## config.mk

```make
export PLATFORM = sky130hd
export DESIGN_NAME = alu_seq
export DESIGN_NICKNAME = d
export VERILOG_FILES = /design/src/rtl/alu_pkg.sv /design/src/rtl/alu_seq.sv
export SDC_FILE = /design/constraint.sdc
export NUM_CORES = 1
export LEC_CHECK = 0
export ABC_AREA = 1
export BUFFER_PORTS_ARGS = -buffer_cell sky130_fd_sc_hd__clkbuf_2
export CORE_MARGIN = 5
export CORE_UTILIZATION = 40
export CTS_CLUSTER_SIZE = 25
export DETAILED_ROUTE_END_ITERATION = 12
export PLACE_DENSITY = 0.68
export SKIP_LAST_GASP = 1
export SLEW_MARGIN = 20
export SYNTH_ARGS = -nofsm -noshare
export SYNTH_HDL_FRONTEND = slang
export SYNTH_SLANG_ARGS = --single-unit
```

## constraint.sdc

```tcl
create_clock -name clk -period 2.2 [get_ports clk]
set_clock_uncertainty 0.1 [all_clocks]
set_input_delay 0.44 -clock clk [delete_from_list [all_inputs] [get_ports clk]]
set_output_delay 0.44 -clock clk [all_outputs]
set_load 0.01 [all_outputs]
```

## src/rtl/alu_pkg.sv

```systemverilog
// Shared definitions for the 8-bit ALU and its command sequencer.
// Opcodes, data widths and the sequencer FSM state type live here.
package alu_pkg;

    localparam int unsigned ALU_W = 8;
    localparam int unsigned OP_W  = 3;

    localparam logic [OP_W-1:0] ALU_ADD  = 3'b000;
    localparam logic [OP_W-1:0] ALU_SUB  = 3'b001;
    localparam logic [OP_W-1:0] ALU_AND  = 3'b010;
    localparam logic [OP_W-1:0] ALU_OR   = 3'b011;
    localparam logic [OP_W-1:0] ALU_XOR  = 3'b100;
    localparam logic [OP_W-1:0] ALU_SHL  = 3'b101;
    localparam logic [OP_W-1:0] ALU_SHR  = 3'b110;
    localparam logic [OP_W-1:0] ALU_PASS = 3'b111;

    typedef enum logic [1:0] {
        IDLE = 2'd0,
        EXEC = 2'd1,
        HOLD = 2'd2
    } seq_state_t;

endpackage

```

## src/rtl/alu_seq.sv

```systemverilog
// Command sequencer in front of the ALU: registers operands for one EXEC cycle,
// captures result/flags and holds them on a valid/ready response port.
module alu_seq
    import alu_pkg::*;
#(
    parameter int unsigned W     = ALU_W,
    parameter int unsigned CNT_W = 16
) (
    input  logic             clk,
    input  logic             rst,
    input  logic             cmd_valid,
    output logic             cmd_ready,
    input  logic [OP_W-1:0]  cmd_op,
    input  logic [W-1:0]     cmd_a,
    input  logic [W-1:0]     cmd_b,
    input  logic             cmd_chain,
    output logic [W-1:0]     alu_a,
    output logic [W-1:0]     alu_b,
    output logic [OP_W-1:0]  alu_op,
    output logic             alu_cin,
    input  logic [W-1:0]     alu_out,
    input  logic             alu_cout,
    input  logic             alu_zero,
    output logic             rsp_valid,
    input  logic             rsp_ready,
    output logic [W-1:0]     rsp_data,
    output logic             rsp_carry,
    output logic             rsp_zero,
    output logic [CNT_W-1:0] op_count
);

    seq_state_t      state_q, state_d;
    logic [W-1:0]    alu_a_q, alu_a_d;
    logic [W-1:0]    alu_b_q, alu_b_d;
    logic [OP_W-1:0] alu_op_q, alu_op_d;
    logic            alu_cin_q, alu_cin_d;
    logic            chain_q, chain_d;
    logic [W-1:0]    rsp_data_q, rsp_data_d;
    logic            carry_q, carry_d;
    logic            zero_q, zero_d;
    logic [CNT_W-1:0] op_count_q, op_count_d;
    logic            accept;

    // Ready depends only on state and the consumer, never on cmd_valid.
    assign cmd_ready = (state_q == IDLE) | ((state_q == HOLD) & rsp_ready);
    assign accept    = cmd_valid & cmd_ready;

    always_comb begin
        state_d    = state_q;
        alu_a_d    = alu_a_q;
        alu_b_d    = alu_b_q;
        alu_op_d   = alu_op_q;
        alu_cin_d  = alu_cin_q;
        chain_d    = chain_q;
        rsp_data_d = rsp_data_q;
        carry_d    = carry_q;
        zero_d     = zero_q;
        op_count_d = op_count_q;

        case (state_q)
            IDLE: ;
            EXEC: begin
                rsp_data_d = alu_out;
                carry_d    = alu_cout;
                zero_d     = chain_q ? (alu_zero & zero_q) : alu_zero;
                state_d    = HOLD;
            end
            HOLD: begin
                if (rsp_ready) begin
                    op_count_d = op_count_q + CNT_W'(1);
                    state_d    = IDLE;
                end
            end
            default: state_d = IDLE;
        endcase

        // A command accepted in HOLD overrides the return to IDLE.
        if (accept) begin
            alu_a_d   = cmd_a;
            alu_b_d   = cmd_b;
            alu_op_d  = cmd_op;
            alu_cin_d = cmd_chain ? carry_q : cmd_op[0];
            chain_d   = cmd_chain;
            state_d   = EXEC;
        end
    end

    always_ff @(posedge clk) begin
        if (rst) begin
            state_q    <= IDLE;
            alu_a_q    <= '0;
            alu_b_q    <= '0;
            alu_op_q   <= '0;
            alu_cin_q  <= 1'b0;
            chain_q    <= 1'b0;
            rsp_data_q <= '0;
            carry_q    <= 1'b0;
            zero_q     <= 1'b0;
            op_count_q <= '0;
        end else begin
            state_q    <= state_d;
            alu_a_q    <= alu_a_d;
            alu_b_q    <= alu_b_d;
            alu_op_q   <= alu_op_d;
            alu_cin_q  <= alu_cin_d;
            chain_q    <= chain_d;
            rsp_data_q <= rsp_data_d;
            carry_q    <= carry_d;
            zero_q     <= zero_d;
            op_count_q <= op_count_d;
        end
    end

    assign alu_a     = alu_a_q;
    assign alu_b     = alu_b_q;
    assign alu_op    = alu_op_q;
    assign alu_cin   = alu_cin_q;
    assign rsp_valid = (state_q == HOLD);
    assign rsp_data  = rsp_data_q;
    assign rsp_carry = carry_q;
    assign rsp_zero  = zero_q;
    assign op_count  = op_count_q;

endmodule

```

* Word-level counts from Yosys, hierarchy flattened
Cells that the tools add are included.
** Word-level totals
- Logic and storage cells :: 32
- Flip-flop bits (word level) :: 49
- Output and inout bits :: 48
- Bits of input ports :: 34
** Cells by class
- $add $sub $neg :: 1
- Bitwise logic cells :: 5
- Mux-type cells :: 5
- Eq/ne operators :: 5
- Reductions and logical operators :: 5
** Operators by type and width (count)
- adder 16 x 1 -> 16 bit (second input constant) :: 1
- case mux 2 bit (3 select lines) :: 1
- AND reduction 2 bit :: 3
- AND 1 bit :: 3
- two-way mux 1 bit :: 3
- inequality test 3 x 1 -> 1 bit (second input constant) :: 1
- equality test 2 x 1 -> 1 bit (second input constant) :: 1
- equality test 2 bit (second input constant) :: 1
- logical NOT 2 bit :: 1
- two-way mux 2 bit :: 1
- inequality test 2 x 1 -> 1 bit (second input constant) :: 1
- inequality test 2 bit (second input constant) :: 1
- OR reduction 2 bit :: 1
- NOT 1 bit :: 1
- OR 1 bit :: 1

* Longest topological paths before layout
Gate-level depths: netlist (run 1).
- Depth after elaboration :: 6
- Mapped depth :: 9
- Gate-level depth less buffers :: 9

* Least setup slack after synthesis (run 1)
No wires, ideal clock.
- Path kind :: register to register
- From :: register op_count_q[0] (netlist: op_count[0])
- To :: register op_count_q[6] (netlist: op_count[6])
- Data required time :: 1.984 ns
- Library setup time :: 0.116 ns
- Path buffers :: 0
- Setup slack :: 0.849 ns
- Data arrival time :: 1.135 ns
- Clock period less this slack :: 1.351 ns
- Cell stages (with the launch flop) :: 7
- Path through :: dfxtp_1 -> ha_1 -> inv_1 -> nor3_2 -> inv_1 -> o21ai_0 -> nor2_1
** Between the ends
- Cells in the longest elaborated chain, start to end :: 1
** RTL lines
- start: declaration :: RTL line alu_seq.sv:41 : logic [CNT_W-1:0] op_count_q, op_count_d;
- start signal: assignment :: RTL line alu_seq.sv:110 : op_count_q <= op_count_d;
- adder 16 x 1 -> 16 bit :: RTL line alu_seq.sv:70 : op_count_d = op_count_q + CNT_W'(1);
Every way passes these cells.
A chain may end at the register's enable or synchronous reset.

* Final worst setup path (run 1)
- From :: register state_q[1]
- To :: output cmd_ready
** Between the ends
- Cells in the longest elaborated chain, start to end :: 3
- Elaborated cells between the ends (all ways) :: 4
- Classes of those cells :: 1 x eq/ne; 2 x bitwise; 1 x reduce/logical
** RTL lines
- start: declaration :: RTL line alu_seq.sv:32 : seq_state_t state_q, state_d;
- start signal: assignment :: RTL line alu_seq.sv:101 : state_q <= state_d;
- equality test 2 bit :: RTL line alu_seq.sv:45 : assign cmd_ready = (state_q == IDLE) | ((state_q == HOLD) & rsp_ready);
- AND 1 bit :: RTL line alu_seq.sv:45
- OR 1 bit * :: RTL line alu_seq.sv:45
- end: declaration :: RTL line alu_seq.sv:12 : output logic cmd_ready,
Every way passes the cells marked *; elsewhere a longest branch is shown, timed or not.

==> run metrics, run 1 <==
status=finished, final reports clean; CTS tree=built; Mean Syn Cell Area=7.62 µm²; drc violations=0; Worst Hold Class=input port to register; routability cong.=0.826; # clock sinks=49; crit path capture type=output port; Global Route Usage Sum=0.149; clk root buf=clkbuf_8; Power Total=1720 µW; Fillers=542; post-DR wirelength/cell=11.1 µm; die area=0.00661 mm²; num rows=26; nets=383; commonest non-fill, non-tap cell in the layout=clkbuf_2; CP Launch Type=register; Final period util=0.751; share of cells above drive strength 1=0.341; antenna cells=0; Port Buffers=81; total grt overflow=0; top achievable clock speed=605 MHz; antenna-violating nets left=0; setup bufs post-CTS=0; Final Hold Viols=0; DRT Pass-1 Iters=4; Syn Inst Count=267; Post-Syn Area=0.00203 mm²; vias per cell=4.46; TNS Setup=0 ns; Max-Cap Viols=0; Pleak=0.00125 µW; Die Span Y=81.3 µm; Max Slew Vio Count=0; Netlist cell types=33; Slew @ Worst Pin=0.447 ns; post-DP HPWL=3580 µm; CTS Buffer Depth=2; CTS Hold Bufs=0; Post-Syn Nets=302; setup violators final=0; die width=81.3 µm; WP data required=1.66 ns; Reg clk slew, reported paths=0.09 ns; area growth from synthesis to layout=26.4%; Critical Setup Path Class=register to output port; post-synth top area share=0.482; cts bufs inserted=5; CP max FO=3; initial antenna violation count=0; arrival time of the worst setup path=1.11 ns; post-synthesis cell type with the largest combined area=dfxtp_1; RSZ-0062 raised after global routing=false; total wire length=4650 µm; post_cts resized=0; final worst slack=0.547 ns; #FFs+latches synth=49; core area=0.00501 mm²; relative slew slack=0.701; vias in the first global route=1715; H-tree lvl count=2; most frequent cells in the layout=clkbuf_2, nand2_1, dfxtp_1; initial core utilization=0.406; post-layout min period=1.65 ns; DRT iter0 DRCs=58; dpl ws=0.604 ns; largest net degree at the start of global routing=22; io pins=82; Syn. warnings=0; P per Cell Area=668 mW/mm²; Area contributors post-synth=dfxtp_1, nand2_1, nor2_1, nand2_2, o21ai_0; global-route wire length before repair=7650 µm; Final Core Density=0.513; Max VDD drop=260 µV; via count=1868; Seq/Total Area, Yosys=0.482; Clk Latency, worst-skew pair=0.30 ns
==> critical path: stages (launching register included) <==
cell and delay [ns]:
dfxtp_1 0.42, inv_2 0.07, nor2_2 0.13, nor2_4 0.06, clkbuf_2 0.14
==> cells by family (layout without fill, tap and decap cells) <==
logic type / count (synthesis) / in the layout / synth area share
xor+xnor: 1 / 1 / 0.00431
fa+ha+maj: 1 / 1 / 0.00615
simple gates: 158 / 158 / 0.355
buf+inv: 30 / 112 / 0.0738
compound gates: 28 / 28 / 0.0787
flops: 49 / 49 / 0.482
==> worst paths after layout <==
check / startpoint / end / slack, ns / depth (start not counted)
worst min register to register: alu_a[5] / alu_a[5] / 0.35 / 2
worst max-delay path: state_q[1] / cmd_ready / 0.55 / 4
worst max register to register: state_q[1] / rsp_data[7] / 0.65 / 5
worst min-delay path: cmd_b[7] / alu_b[7] / 0.23 / 3
==> sequential cells by signal, summed over array words and instances (netlist names) <==
signal / count
rsp_zero: 1
alu_a: 8
alu_cin: 1
chain_q: 1
state_q: 2
alu_op: 3
rsp_data: 8
rsp_carry: 1
alu_b: 8
op_count: 16
==> routing by layer <==
layer	wire, µm	GRT usage
met5	0	0
met3	241	0.0377
met2	2310	0.257
met1	2020	0.176
met4	82	0.0608
==> where the power goes <==
group	internal, µW	total (µW)	switching [µW]
registers	928	953	25.1
clock network	284	574	289
logic	79.5	191	111
==> Yosys cell counts (all sizes together) <==
master,instances
nand2,93
nor2,50
dfxtp,49
inv,21
o21ai,14
nand3,8
a21oi,7
buf,6
nand4,4
clkbuf,2
nor3,2
o21a,2
a211oi,1
a31oi,1
clkinv,1
ha,1
nand3b,1
o21bai,1
o221a,1
o31ai,1
xor2,1
==> metrics by stage <==
step | hold slack [ns] | cells | cell area, µm²
2_1_floorplan | 0.331 | 267 | 2030
3_3_place_gp | 0.328 | 411 | 2470
3_5_place_dp | 0.331 | 411 | 2470
4_1_cts | 0.217 | 419 | 2570
5_1_grt | 0.219 | 419 | 2570
6_report | 0.228 | 419 | 2570
==> layout make-up <==
class	instances	area, µm²	area share
flip-flops and latches	49	981	0.382
multi-input cells	188	903	0.351
repair buffers	82	413	0.161
clock buffers	7	96.3	0.0375
well taps	70	87.6	0.0341
inverters	22	85.1	0.0331
clock inverters	1	5.00	0.00195
Note: power is estimated with default switching activity, not from simulation.
==> run 2, diff against run 1 <==
==> constraint.sdc (replaced) <==
create_clock -name clk -period 1.6 [get_ports clk]
set_clock_uncertainty 0.1 [all_clocks]
set_input_delay 0.32 -clock clk [delete_from_list [all_inputs] [get_ports clk]]
set_output_delay 0.32 -clock clk [all_outputs]
set_load 0.01 [all_outputs]
==> run 2 against run 1 <==
  * Sequential power rose by 37%
  * Critical path type unchanged
  * Routed wire length rose by 3.8%
  * Non-clock buffer count rose by 3
==> run metrics, run 2 (synthesized netlist as in run 1, its figures left out) <==
status=finished, final reports clean; Max VDD drop=459 µV (+76%); WP data required=1.18 ns (-0.48 ns); initial antenna violation count=0 (unchanged); DRT Pass-1 Iters=4 (unchanged); area of the multi-input gates=903 µm² (unchanged); Critical Setup Path Class=register to output port; vias per cell=4.43 (-0.71%); GR Util met1=0.175 (-0.00116); core area=0.00501 mm² (unchanged); share of cells above drive strength 1=0.344 (+0.00278); H-tree lvl count=2 (unchanged); max reg flops=16 (unchanged); P per Cell Area=952 mW/mm² (+43%); initial core utilization=0.406 (unchanged); nets=386 (+0.78%); DRT iter0 DRCs=90 (+55%); CTS tree=built; CTS Hold Bufs=0 (unchanged); antenna cells=0 (unchanged); CP Launch Type=register; Fillers=534 (-1.5%); GR Util met3=0.0355 (-0.00222); final worst slack=0.0723 ns (-0.475 ns); cell depth of the worst setup path=4 (unchanged); Slowest cell on crit path=dfxtp_1; CP bufs+invs=2 (unchanged); clk root buf=clkbuf_8; Port Buffers=81 (unchanged); GR met2 Demand/Resource=0.279 (+0.0228); setup bufs post-CTS=0 (unchanged); Reg area=981 µm² (unchanged); post-layout min period=1.53 ns; Reg clk slew, reported paths=0.09 ns (about the same); post_cts resized=0 (unchanged); Die Span Y=81.3 µm (unchanged); commonest non-fill, non-tap cell in the layout=clkbuf_2; crit path capture type=output port; global-route wire length before repair=8050 µm (+5.3%); post-DP HPWL=3730 µm (+4.2%); vias in the first global route=1827 (+6.5%); Slew @ Worst Pin=0.329 ns (-0.118 ns); cts bufs inserted=5 (unchanged); Max-Cap Viols=0 (unchanged); relative slew slack=0.781 (+0.0792); largest net degree at the start of global routing=22 (unchanged); Cell Chain, Critical Path=inv_2 > nor2_2 > nor2_4 > clkbuf_2; Min-Delay Path Depth=3 (unchanged); routability cong.=0.886 (+7.4%); Finished Layout Cells=422 (+0.72%); die area=0.00661 mm² (unchanged); layer with the highest usage=met2; die width=81.3 µm (unchanged); CTS Buffer Depth=2 (unchanged); cell family with most CP delay=flip-flops; top achievable clock speed=655 MHz; arrival time of the worst setup path=1.11 ns (about the same); Final Hold Viols=0 (unchanged); CP max stage delay=0.42 ns (about the same); total grt overflow=0 (unchanged); drc violations=0 (unchanged); # clock sinks=49 (unchanged); num rows=26 (unchanged); Power Total=2500 µW (+45%); most frequent cells in the layout=clkbuf_2, nand2_1, dfxtp_1; Final period util=0.955; CP max FO=3 (unchanged); setup violators final=0 (unchanged); Clk Latency, worst-skew pair=0.30 ns (about the same); antenna-violating nets left=0 (unchanged); dpl ws=0.165 ns (-0.440 ns); Max Slew Vio Count=0 (unchanged); io pins=82 (unchanged); number of cells after detailed placement=414 (+0.73%); Fin Hold WS=0.108 ns (-0.120 ns); r2r worst-path depth=6 (+1); post-DR wirelength/cell=11.5 µm (+3.1%); Pleak=0.00128 µW (+1.8%); TNS Setup=0 ns (unchanged); total wire length=4830 µm (+3.8%); RSZ-0062 raised after global routing=false; Global Route Usage Sum=0.155 (+0.00589); Worst Hold Class=input port to register; area growth from synthesis to layout=28.8%; via count=1868 (unchanged)
[run 2: changes by cell type in the layout (fill, tap and decap cells not counted)]
cell       delta
clkbuf_1      +1
clkinv_2      -1
bufinv_16     +1
clkbuf_8      -1
buf_12        +1
buf_4         +2
[run 2: worst register-to-register path, cell delays in order (launching register included)]
cell and delay, ns:
dfxtp_1 0.40, ha_1 0.19, inv_1 0.08, nor3_2 0.27, inv_1 0.09, o21ai_0 0.16, nor2_1 0.06
[run 2: area by class of cell]
type,count,area share
Clock buffer,7,0.0329
Clock inverter,1,0.0115
Inverter,22,0.0325
Multi-Input combinational cell,188,0.345
Sequential cell,49,0.374
Tap cell,70,0.0334
Timing Repair Buffer,85,0.171
[run 2: path summary, 6_finish.rpt]
check | startpoint | end | slack [ns]
hold reg to reg | alu_b[6] | alu_b[6] | 0.35
setup / recovery | state_q[1] | cmd_ready | 0.07
hold / removal | cmd_a[6] | alu_a[6] | 0.11
setup reg to reg | op_count[0] | op_count[6] | 0.16
[run 2: per-stage QoR]
stage	utilization	cell area [µm²]
5_1_grt	0.523	2620
2_1_floorplan	-	2030
4_1_cts	0.523	2620
3_5_place_dp	0.500	2500
3_3_place_gp	0.500	2500
6_report	0.523	2620
[run 2: layer usage]
metal	vias up	routed length, µm
met5	-	0
met4	0	89
met3	8	260
met2	40	2370
met1	821	2110
li1	999	-
[run 2: power breakdown]
| part | internal, µW | switching, µW | total, µW |
|---|---|---|---|
| sequential | 1280 | 35.4 | 1310 |
| clock | 510 | 400 | 910 |
| combinational | 119 | 156 | 274 |
| total | 1900 | 591 | 2500 |
==> run 3, diff against run 2 <==
--- a/config.mk
+++ b/config.mk
@@ -6,12 +6,12 @@
 export NUM_CORES = 1
 export LEC_CHECK = 0
 export ABC_AREA = 1
-export BUFFER_PORTS_ARGS = -buffer_cell sky130_fd_sc_hd__clkbuf_2
-export CORE_MARGIN = 5
-export CORE_UTILIZATION = 40
+export CORE_MARGIN = 4
+export CORE_UTILIZATION = 61
 export CTS_CLUSTER_SIZE = 25
 export DETAILED_ROUTE_END_ITERATION = 12
-export PLACE_DENSITY = 0.68
+export DONT_BUFFER_PORTS = 1
+export PLACE_DENSITY = 0.77
 export SKIP_LAST_GASP = 1
 export SLEW_MARGIN = 20
 export SYNTH_ARGS = -nofsm -noshare
==> run 3 against run 2 <==
  * Via count decreased by 5.6%
  * First-iteration DRC count increased by 6.7%
  * Routed wire length decreased by 2.4%
  * Fmax increased by 1.4%
  * Critical endpoint is now rsp_valid
  * Highest routed layer unchanged
==> run metrics, run 3 (synthesized netlist as in run 1, its figures left out) <==
global-route wire length before repair=7470 µm (-7.2%); commonest non-fill, non-tap cell in the layout=nand2_1; status=finished, final reports clean; final worst slack=0.0931 ns (+0.0207 ns); TNS Setup=0 ns (unchanged); initial core utilization=0.650 (+0.244); antenna-violating nets left=0 (unchanged); CTS tree=built; total wire length=4720 µm (-2.4%); P_int=1540 µW (-19%); WP data required=1.18 ns (about the same); crit path capture type=output port; Comb pwr share=0.092 (-0.018); Final Hold Viols=0 (unchanged); total grt overflow=0 (unchanged); drc violations=0 (unchanged); Critical Setup Path Class=register to output port; Port Buffers=0 (-100%); setup violators final=0 (unchanged); max reg flops=16 (unchanged); CP Launch Type=register; Worst Hold Class=input port to register; post-DR wirelength/cell=13.8 µm (+21%); CP bufs+invs=1 (-1); post-layout min period=1.51 ns (-0.0207 ns); initial antenna violation count=0 (unchanged); DRT iter0 DRCs=96 (+6.7%); Pleak=0.00101 µW (-21%); P_sw=575 µW (-2.8%); relative slew slack=0.673 (-0.108); most frequent cells in the layout=nand2_1, dfxtp_1, nor2_1; core area=0.00313 mm² (-38%); num rows=20 (-23%); Die Span Y=65.8 µm (-19%); Cell Chain, Critical Path=inv_2 > nor2_1; cell family with most CP delay=flip-flops; post-DP HPWL=3180 µm (-15%); area growth from synthesis to layout=16.4%; Final Cell Area=0.00237 mm² (-9.7%); CP max FO=3 (unchanged); top achievable clock speed=664 MHz (+1.4%); via count=1764 (-5.6%); Global Route Usage Sum=0.227 (+0.0717); vias per cell=5.17 (+17%); antenna cells=0 (unchanged); Slew @ Worst Pin=0.489 ns (+0.160 ns); die width=65.8 µm (-19%); H-tree lvl count=2 (unchanged); routability cong.=0.870 (-1.9%); vias in the first global route=1667 (-8.8%); Max-Cap Viols=0 (unchanged); clk root buf=clkbuf_4; # clock sinks=49 (unchanged); power share of the sequential group=0.638 (+0.113); DRT Pass-1 Iters=6 (+2); Reg clk slew, reported paths=0.14 ns (+0.05 ns); RSZ-0062 raised after global routing=false; dpl ws=0.160 ns (-0.00416 ns); P per Cell Area=892 mW/mm² (-6.3%); CP max stage delay=0.43 ns (about the same); io pins=82 (unchanged); Clk Latency, worst-skew pair=0.37 ns (+0.07 ns); Max Slew Vio Count=0 (unchanged); clock network fraction of design power=0.270 (-0.095); nets=331 (-14%); Max VDD drop=906 µV (+97%); Final period util=0.942 (-0.0129); largest net degree at the start of global routing=22 (unchanged); CTS Buffer Depth=2 (unchanged); Placed Area=0.00208 mm² (-17%); share of cells above drive strength 1=0.152 (-0.192); Power Total=2110 µW (-15%); arrival time of the worst setup path=1.09 ns (-0.02 ns); cts bufs inserted=5 (unchanged); Sw Share=0.272 (+0.0353); Slowest cell on crit path=dfxtp_1; die area=0.00432 mm² (-35%)
==> run 3: changes by cell type in the layout (fill, tap and decap cells not counted), moves of 2 or more <==
cell	delta
clkbuf_8	-6
clkbuf_4	+5
clkinvlp_4	+2
buf_4	+4
dlygate4sd3_1	+22
clkbuf_2	-81
==> run 3: layout make-up <==
type / instances / area (µm²)
Clock buffer: 6 / 41.3
Clock inverter: 2 / 15.0
Fill cell: 242 / 761
Inverter: 22 / 85.1
Multi-Input combinational cell: 189 / 916
Sequential cell: 49 / 982
Tap cell: 44 / 55.1
Timing Repair Buffer: 29 / 273
==> run 3: power by group through the flow <==
stage / Sequential (µW) / Combinational, µW / Clock (µW)
detailed placement: 1380 / 140 / 0
global placement: 1370 / 137 / 0
floorplan: 1360 / 135 / 0
CTS: 1350 / 187 / 575
global route: 1360 / 222 / 623
finish: 1350 / 194 / 570
==> run 3: per-layer routing <==
layer	up-vias	global-route usage	share of wire
met5	-	0	0
met4	0	0.117	0.024
met3	14	0.0838	0.095
met2	78	0.354	0.46
met1	778	0.271	0.42
li1	894	-	-
==> run 3: worst paths after layout <==
kind / from / endpoint / depth (start not counted) / slack, ns
worst min register to register: chain_q / chain_q / 2 / 0.36
worst min-delay path: rsp_ready / op_count[1] / 2 / 0.006
worst max-delay path: state_q[1] / rsp_valid / 2 / 0.09
worst max register to register: op_count[2] / op_count[15] / 7 / 0.14
==> run 3: metrics by stage <==
step | utilization | cells | hold WS [ns]
after floorplan | - | 267 | 0.330
after global placement | 0.664 | 310 | 0.291
after detailed placement | 0.664 | 310 | 0.295
after CTS | 0.752 | 340 | 0.00372
after global routing | 0.757 | 341 | 0.00240
final | 0.757 | 341 | 0.00581
==> run 3: timing repair <==
action | in CTS | in global routing
setup endpoints to repair | 0 | 8
hold buffers | 22 | 0
gates resized for setup | 0 | 2
buffers inserted | 0 | 0
hold endpoints to repair | 30 | 0
